### config.mk
export PLATFORM = sky130hd
export DESIGN_NAME = unipolar_rz_multi
export DESIGN_NICKNAME = d
export VERILOG_FILES = /design/src/rtl/unipolar_rz_pkg.sv /design/src/rtl/unipolar_rz_lane.sv /design/src/rtl/unipolar_rz_multi.sv
export SDC_FILE = /design/constraint.sdc
export NUM_CORES = 1
export LEC_CHECK = 0
export BUFFER_PORTS_ARGS = -buffer_cell sky130_fd_sc_hd__buf_4
export CORE_MARGIN = 8
export CORE_UTILIZATION = 60
export DETAILED_ROUTE_END_ITERATION = 10
export PLACE_DENSITY = 0.78
export SETUP_SLACK_MARGIN = 0.5
export SLEW_MARGIN = 20
export SYNTH_ARGS = -nofsm -noshare
export SYNTH_HDL_FRONTEND = slang
export SYNTH_SLANG_ARGS = --single-unit
### constraint.sdc
create_clock -name clock -period 5.15 [get_ports clock]
set_input_delay 0.515 -clock clock [delete_from_list [all_inputs] [get_ports clock]]
set_output_delay 0.515 -clock clock [all_outputs]
set_load 0.01 [all_outputs]
### src/rtl/unipolar_rz_pkg.sv
// Shared lane state type and elaboration-time helpers
// for the multi-lane unipolar return-to-zero transmitter.
package unipolar_rz_pkg;

    typedef enum logic [1:0] {
        IDLE,
        HIGH,
        LOW,
        LATCH
    } rz_state_t;

    function automatic int time_to_cycles(real rate, real t);
        return $rtoi(rate * t + 0.5);
    endfunction

    function automatic int max_count(
        int a,
        int b,
        int c,
        int d,
        int e
    );
        int m;
        m = a;
        if (b > m) m = b;
        if (c > m) m = c;
        if (d > m) m = d;
        if (e > m) m = e;
        return m;
    endfunction

endpackage

### src/rtl/unipolar_rz_lane.sv
// One output lane: word FIFO, serializer, phase counter and
// IDLE/HIGH/LOW/LATCH sequencer.
module unipolar_rz_lane
    import unipolar_rz_pkg::*;
#(
    parameter int DATA_WIDTH = 24,
    parameter int FIFO_DEPTH = 4,
    parameter bit MSB_FIRST  = 1'b1,
    parameter int T0H        = 40,
    parameter int T0L        = 85,
    parameter int T1H        = 80,
    parameter int T1L        = 45,
    parameter int TRST       = 5000
) (
    input  logic                  clock,
    input  logic                  reset_n,
    input  logic [DATA_WIDTH-1:0] data,
    input  logic                  valid,
    output logic                  ready,
    output logic                  line,
    output logic                  idle
);

    localparam int CW = $clog2(max_count(T0H, T0L, T1H, T1L, TRST) + 1);
    localparam int AW = $clog2(FIFO_DEPTH);
    localparam int BW = (DATA_WIDTH > 1) ? $clog2(DATA_WIDTH) : 1;

    // Counters run from count-1 down to 0, so each phase spans count clocks.
    localparam logic [CW-1:0] L_T0H  = CW'(T0H - 1);
    localparam logic [CW-1:0] L_T0L  = CW'(T0L - 1);
    localparam logic [CW-1:0] L_T1H  = CW'(T1H - 1);
    localparam logic [CW-1:0] L_T1L  = CW'(T1L - 1);
    localparam logic [CW-1:0] L_TRST = CW'(TRST - 1);
    localparam logic [BW-1:0] L_LAST = BW'(DATA_WIDTH - 1);
    localparam logic [AW:0]   L_FULL = (AW + 1)'(FIFO_DEPTH);

    logic [DATA_WIDTH-1:0] r_mem [FIFO_DEPTH];
    logic [AW-1:0]         r_wptr;
    logic [AW-1:0]         r_rptr;
    logic [AW:0]           r_count;

    rz_state_t             r_state;
    rz_state_t             w_state_nx;
    logic [CW-1:0]         r_cnt;
    logic [CW-1:0]         w_cnt_nx;
    logic [DATA_WIDTH-1:0] r_shift;
    logic [DATA_WIDTH-1:0] w_shift_nx;
    logic [BW-1:0]         r_bit;
    logic [BW-1:0]         w_bit_nx;
    logic                  r_line;

    logic                  w_push;
    logic                  w_pop;
    logic                  w_empty;
    logic [DATA_WIDTH-1:0] w_head;
    logic [DATA_WIDTH-1:0] w_shifted;
    logic                  w_head_bit;
    logic                  w_cur_bit;
    logic                  w_next_bit;

    assign ready      = (r_count != L_FULL);
    assign w_empty    = (r_count == '0);
    assign w_push     = valid && ready;
    assign w_head     = r_mem[r_rptr];
    assign w_shifted  = MSB_FIRST ? (r_shift << 1) : (r_shift >> 1);
    assign w_head_bit = MSB_FIRST ? w_head[DATA_WIDTH-1] : w_head[0];
    assign w_cur_bit  = MSB_FIRST ? r_shift[DATA_WIDTH-1] : r_shift[0];
    assign w_next_bit = MSB_FIRST ? w_shifted[DATA_WIDTH-1] : w_shifted[0];
    assign line       = r_line;
    assign idle       = (r_state == IDLE) && w_empty;

    always_ff @(posedge clock) begin
        if (w_push) r_mem[r_wptr] <= data;
    end

    always_ff @(posedge clock or negedge reset_n) begin
        if (!reset_n) begin
            r_wptr  <= '0;
            r_rptr  <= '0;
            r_count <= '0;
        end else begin
            if (w_push) r_wptr <= r_wptr + 1'b1;
            if (w_pop)  r_rptr <= r_rptr + 1'b1;
            unique case ({w_push, w_pop})
                2'b10:   r_count <= r_count + 1'b1;
                2'b01:   r_count <= r_count - 1'b1;
                default: r_count <= r_count;
            endcase
        end
    end

    always_comb begin
        w_state_nx = r_state;
        w_cnt_nx   = r_cnt;
        w_shift_nx = r_shift;
        w_bit_nx   = r_bit;
        w_pop      = 1'b0;
        unique case (r_state)
            IDLE: begin
                if (!w_empty) begin
                    w_pop      = 1'b1;
                    w_shift_nx = w_head;
                    w_bit_nx   = L_LAST;
                    w_cnt_nx   = w_head_bit ? L_T1H : L_T0H;
                    w_state_nx = HIGH;
                end
            end
            HIGH: begin
                if (r_cnt != '0) begin
                    w_cnt_nx = r_cnt - 1'b1;
                end else begin
                    w_cnt_nx   = w_cur_bit ? L_T1L : L_T0L;
                    w_state_nx = LOW;
                end
            end
            LOW: begin
                if (r_cnt != '0) begin
                    w_cnt_nx = r_cnt - 1'b1;
                end else if (r_bit != '0) begin
                    w_shift_nx = w_shifted;
                    w_bit_nx   = r_bit - 1'b1;
                    w_cnt_nx   = w_next_bit ? L_T1H : L_T0H;
                    w_state_nx = HIGH;
                end else if (!w_empty) begin
                    // Next word starts without a gap.
                    w_pop      = 1'b1;
                    w_shift_nx = w_head;
                    w_bit_nx   = L_LAST;
                    w_cnt_nx   = w_head_bit ? L_T1H : L_T0H;
                    w_state_nx = HIGH;
                end else begin
                    w_shift_nx = '0;
                    w_cnt_nx   = L_TRST;
                    w_state_nx = LATCH;
                end
            end
            LATCH: begin
                if (r_cnt != '0) w_cnt_nx = r_cnt - 1'b1;
                else             w_state_nx = IDLE;
            end
            default: begin
                w_cnt_nx   = L_TRST;
                w_state_nx = LATCH;
            end
        endcase
    end

    // Line follows the state one clock later; reset clears it at once.
    always_ff @(posedge clock or negedge reset_n) begin
        if (!reset_n) begin
            r_state <= LATCH;
            r_cnt   <= L_TRST;
            r_shift <= '0;
            r_bit   <= '0;
            r_line  <= 1'b0;
        end else begin
            r_state <= w_state_nx;
            r_cnt   <= w_cnt_nx;
            r_shift <= w_shift_nx;
            r_bit   <= w_bit_nx;
            r_line  <= (r_state == HIGH);
        end
    end

endmodule

### src/rtl/unipolar_rz_multi.sv
// Multi-lane FIFO-buffered unipolar RZ transmitter top:
// converts phase times to clock counts and replicates the lane.
module unipolar_rz_multi
    import unipolar_rz_pkg::*;
#(
    parameter int  CHANNELS       = 4,
    parameter int  DATA_WIDTH     = 24,
    parameter int  FIFO_DEPTH     = 4,
    parameter bit  MSB_FIRST      = 1'b1,
    parameter real CLOCK_RATE     = 100e6,
    parameter real ZERO_HIGH_TIME = 0.40e-6,
    parameter real ZERO_LOW_TIME  = 0.85e-6,
    parameter real ONE_HIGH_TIME  = 0.80e-6,
    parameter real ONE_LOW_TIME   = 0.45e-6,
    parameter real RESET_TIME     = 50e-6
) (
    input  logic                           clock,
    input  logic                           reset_n,
    input  logic [CHANNELS*DATA_WIDTH-1:0] data,
    input  logic [CHANNELS-1:0]            valid,
    output logic [CHANNELS-1:0]            ready,
    output logic [CHANNELS-1:0]            line,
    output logic [CHANNELS-1:0]            idle
);

    localparam int T0H  = time_to_cycles(CLOCK_RATE, ZERO_HIGH_TIME);
    localparam int T0L  = time_to_cycles(CLOCK_RATE, ZERO_LOW_TIME);
    localparam int T1H  = time_to_cycles(CLOCK_RATE, ONE_HIGH_TIME);
    localparam int T1L  = time_to_cycles(CLOCK_RATE, ONE_LOW_TIME);
    localparam int TRST = time_to_cycles(CLOCK_RATE, RESET_TIME);

    if (T0H < 1 || T0L < 1 || T1H < 1 || T1L < 1 || TRST < 1) begin : g_bad_timing
        $error("unipolar_rz_multi: every phase must last at least one clock");
    end

    if (FIFO_DEPTH < 2 || (FIFO_DEPTH & (FIFO_DEPTH - 1)) != 0) begin : g_bad_depth
        $error("unipolar_rz_multi: FIFO_DEPTH must be a power of two >= 2");
    end

    if (CHANNELS < 1 || DATA_WIDTH < 1) begin : g_bad_shape
        $error("unipolar_rz_multi: CHANNELS and DATA_WIDTH must be >= 1");
    end

    for (genvar c = 0; c < CHANNELS; c++) begin : g_lane
        unipolar_rz_lane #(
            .DATA_WIDTH (DATA_WIDTH),
            .FIFO_DEPTH (FIFO_DEPTH),
            .MSB_FIRST  (MSB_FIRST),
            .T0H        (T0H),
            .T0L        (T0L),
            .T1H        (T1H),
            .T1L        (T1L),
            .TRST       (TRST)
        ) u_lane (
            .clock   (clock),
            .reset_n (reset_n),
            .data    (data[c*DATA_WIDTH +: DATA_WIDTH]),
            .valid   (valid[c]),
            .ready   (ready[c]),
            .line    (line[c]),
            .idle    (idle[c])
        );
    end

endmodule

==> results.yml <==
global_route:
  grt_usage_pct: 20.94
  grt_pass1_vias: 15680
  antenna_found_initial: 0
  grt_pass1_wl_mm: 80.87
  overflow: 0
  grt_max_degree: 85
detailed_routing:
  dr.pass1.iters: 7
  drt_iter0_drc: 1211
  drt-met1-wl_mm: 21.18
  routedWlPerCell_um: 20.33
  wl_mm: 50.11
  wl_met3_mm: 2.537
  vias: 15060
  vias_per_cell: 6.109
  wl_met2_mm: 25.43
  drc: 0
  maxUsedRoutingLayer: "met4"
  ant_nets: 0
clocking:
  clk_latency_ns: 0.61
  cts-resized-gates: 0
  post_cts_buffers: 0
  cts_buffers: 58
  htreeDepth: 2
  root_buffer: "clkbuf_16"
  hold_buffers: 1
  clk_path_buf_depth: 3
  cts_sinks: 592
  path_clk_slew_ns: 0.06
  cts_tree: "built"
setup_path:
  end_kind: "register"
  critPathLaunchType: "register"
  r2r_slack_ns: 1.70
  crit_required_ns: 5.68
  worstPathArrival_ns: 3.98
  cp_max_fo: 14
  reg2reg_to: "g_lane[0].u_lane.r_count[2]"
  critPathKind: "reg2reg"
  reg2regPathDepth: 10
  timing.rr.start: "g_lane[0].u_lane.r_cnt[5]"
place:
  place_congestion: 0.8446
  dpl.hpwl_mm: 30.62
  portBuffers: 113
synth:
  syn_avg_cell_area_um2: 14.18
  synth_warnings: 0
  async_flop_share_pct: 35.14
  ys_types: 75
  synth_flop_cell: "edfxtp_1"
  yosysSeqAreaShare_pct: 66.75
  syn_nets: 1911
  yosys_register_bits: 592
  synth_edf_count: 384
  synth_cells: 1773
  syn_area_um2: 25140
sta:
  final.min_clock_period_ns: 3.449
  final.setup.tns_ns: 0
  slew_violations: 0
  slew_headroom_pct: 28.44
  post-route-period-util_pct: 66.97
  skew_ns: 0.01560
  fmax_ghz: 0.2899
  tightestPinTransition_ns: 1.070
  hold_viol_final: 0
  setup_violations: 0
  rsz0062_at_grt: "no"
floorplan:
  fp.dieH_um: 220.7
  start_util_pct: 60.34
  core_area_um2: 41670
  io-pin-count: 114
  dieWidth_um: 220.7
  die-area_um2: 48710
  rows: 75
power_and_ir_drop:
  ir_drop_v: 0.0003295
  power_mw: 16.31
  p_leak_nw: 10.62
  power_density_nw_per_um2: 572.9
finish:
  drive_above_1_share_pct: 20.61
  layout.nets: 2014
  n_fill_cell: 2839
  area_growth_syn_to_layout_pct: 13.24
  antenna_cells: 0
min_path:
  min_from: "data[0]"
  min_to: "g_lane[0].u_lane.r_mem[0][0]"
  holdCritPathClass: "in2reg"
  hold_depth: 1
run_status:
  run_status: "complete, no violations"
job:
  cap_violations: 0
## where the power goes
group | internal [mW] | switching (mW) | leakage [nW]
registers | 6.54 | 0.819 | 5.87
logic | 2.07 | 2.58 | 3.80
clock network | 2.52 | 1.77 | 0.956
## cell usage in the layout (no fill, tap or decap), types with 58 or more instances in the layout
master and count:
mux4_2 96, buf_4 145, nand2_1 119, o21ai_0 107
clkbuf_16 58, a22oi_1 94, nor2_1 145, edfxtp_1 384
dfrtp_1 172, a21oi_1 112
## metrics by stage
step                      hold WS (ns)  setup WS [ns]  std cells  cell area (µm²)  utilization, %
after global routing           0.07168          1.399       2465            28470           68.33
final                           0.1024          1.701       2465            28470           68.33
after CTS                      0.06256          1.721       2465            28450           68.29
after floorplan                 0.2194          2.272       1773            25140               -
after detailed placement        0.4743          1.752       2354            26490           63.59
after global placement          0.4611          1.843       2354            26490           63.59
## state kept, by name, summed over array words and instances, names as in the netlist
signal,count
g_lane.u_lane.r_mem,384
g_lane.u_lane.r_shift,96
g_lane.u_lane.r_cnt,52
g_lane.u_lane.r_bit,20
g_lane.u_lane.r_count,12
g_lane.u_lane.r_rptr,8
g_lane.u_lane.r_state,8
g_lane.u_lane.r_wptr,8
g_lane.u_lane.line,4
## Yosys cell counts, types with 26 or more instances
cell        n  area share, %
nand3_1    26           0.52
nor2_1    145            2.2
a21oi_1   112            2.2
mux4_2     96            8.6
clkbuf_1   69            1.0
dfrtp_1   172             17
inv_1      55           0.82
nand2_1   119            1.8
o21ai_0   108            2.2
dfstp_2    36            3.8
ha_1       32            1.6
edfxtp_1  384             46
a22oi_1    94            2.8
## logic make-up after synthesis
group                    Yosys count  synth area share, %
AO/OA/AOI/OAI                    418                10.41
XOR/XNOR                          35                1.219
adder cells (fa/ha/maj)           36                1.911
buffers and inverters            159                2.633
flip-flops                       592                66.75
multiplexers                      98                8.680
AND/OR/NAND/NOR                  435                8.396
## how the worst max path moves through the flow
stage,start,endpoint,cells after the start
finish,g_lane[0].u_lane.r_cnt[5],g_lane[0].u_lane.r_count[2],10
detailed placement,g_lane[0].u_lane.r_cnt[5],g_lane[0].u_lane.r_count[2],10
CTS,g_lane[0].u_lane.r_cnt[5],g_lane[0].u_lane.r_count[2],10
floorplan,g_lane[0].u_lane.r_cnt[4],g_lane[0].u_lane.r_count[2],10
global placement,g_lane[0].u_lane.r_cnt[4],g_lane[0].u_lane.r_count[2],10
global route,g_lane[2].u_lane.r_bit[0],g_lane[2].u_lane.r_count[2],11
## worst max-delay path, cell delays in order (launching register included)
cell      delay, ns
dfrtp_1        0.42
or4_4          0.59
nor4_4         0.67
nand2_1        0.14
a211oi_2       0.38
ha_1           0.25
inv_1          0.07
fa_1           0.42
xor2_1         0.15
nor2_1         0.11
xor2_1         0.16
## metal layers
metal / vias up / track usage [%]
li1: 6942 / -
met1: 7643 / 27.20
met2: 391 / 36.04
met3: 82 / 3.595
met4: 0 / 6.470
met5: - / 0
## final cells by class
class | instances | area (µm²) | share of cell area, %
repair buffers | 147 | 1114 | 3.912
flip-flops and latches | 592 | 16780 | 58.95
clock inverters | 30 | 356.6 | 1.253
clock buffers | 80 | 1594 | 5.599
well taps | 539 | 674.4 | 2.369
inverters | 55 | 206.4 | 0.7252
multi-input cells | 1022 | 7742 | 27.20
(Power assumes the default switching activity.)
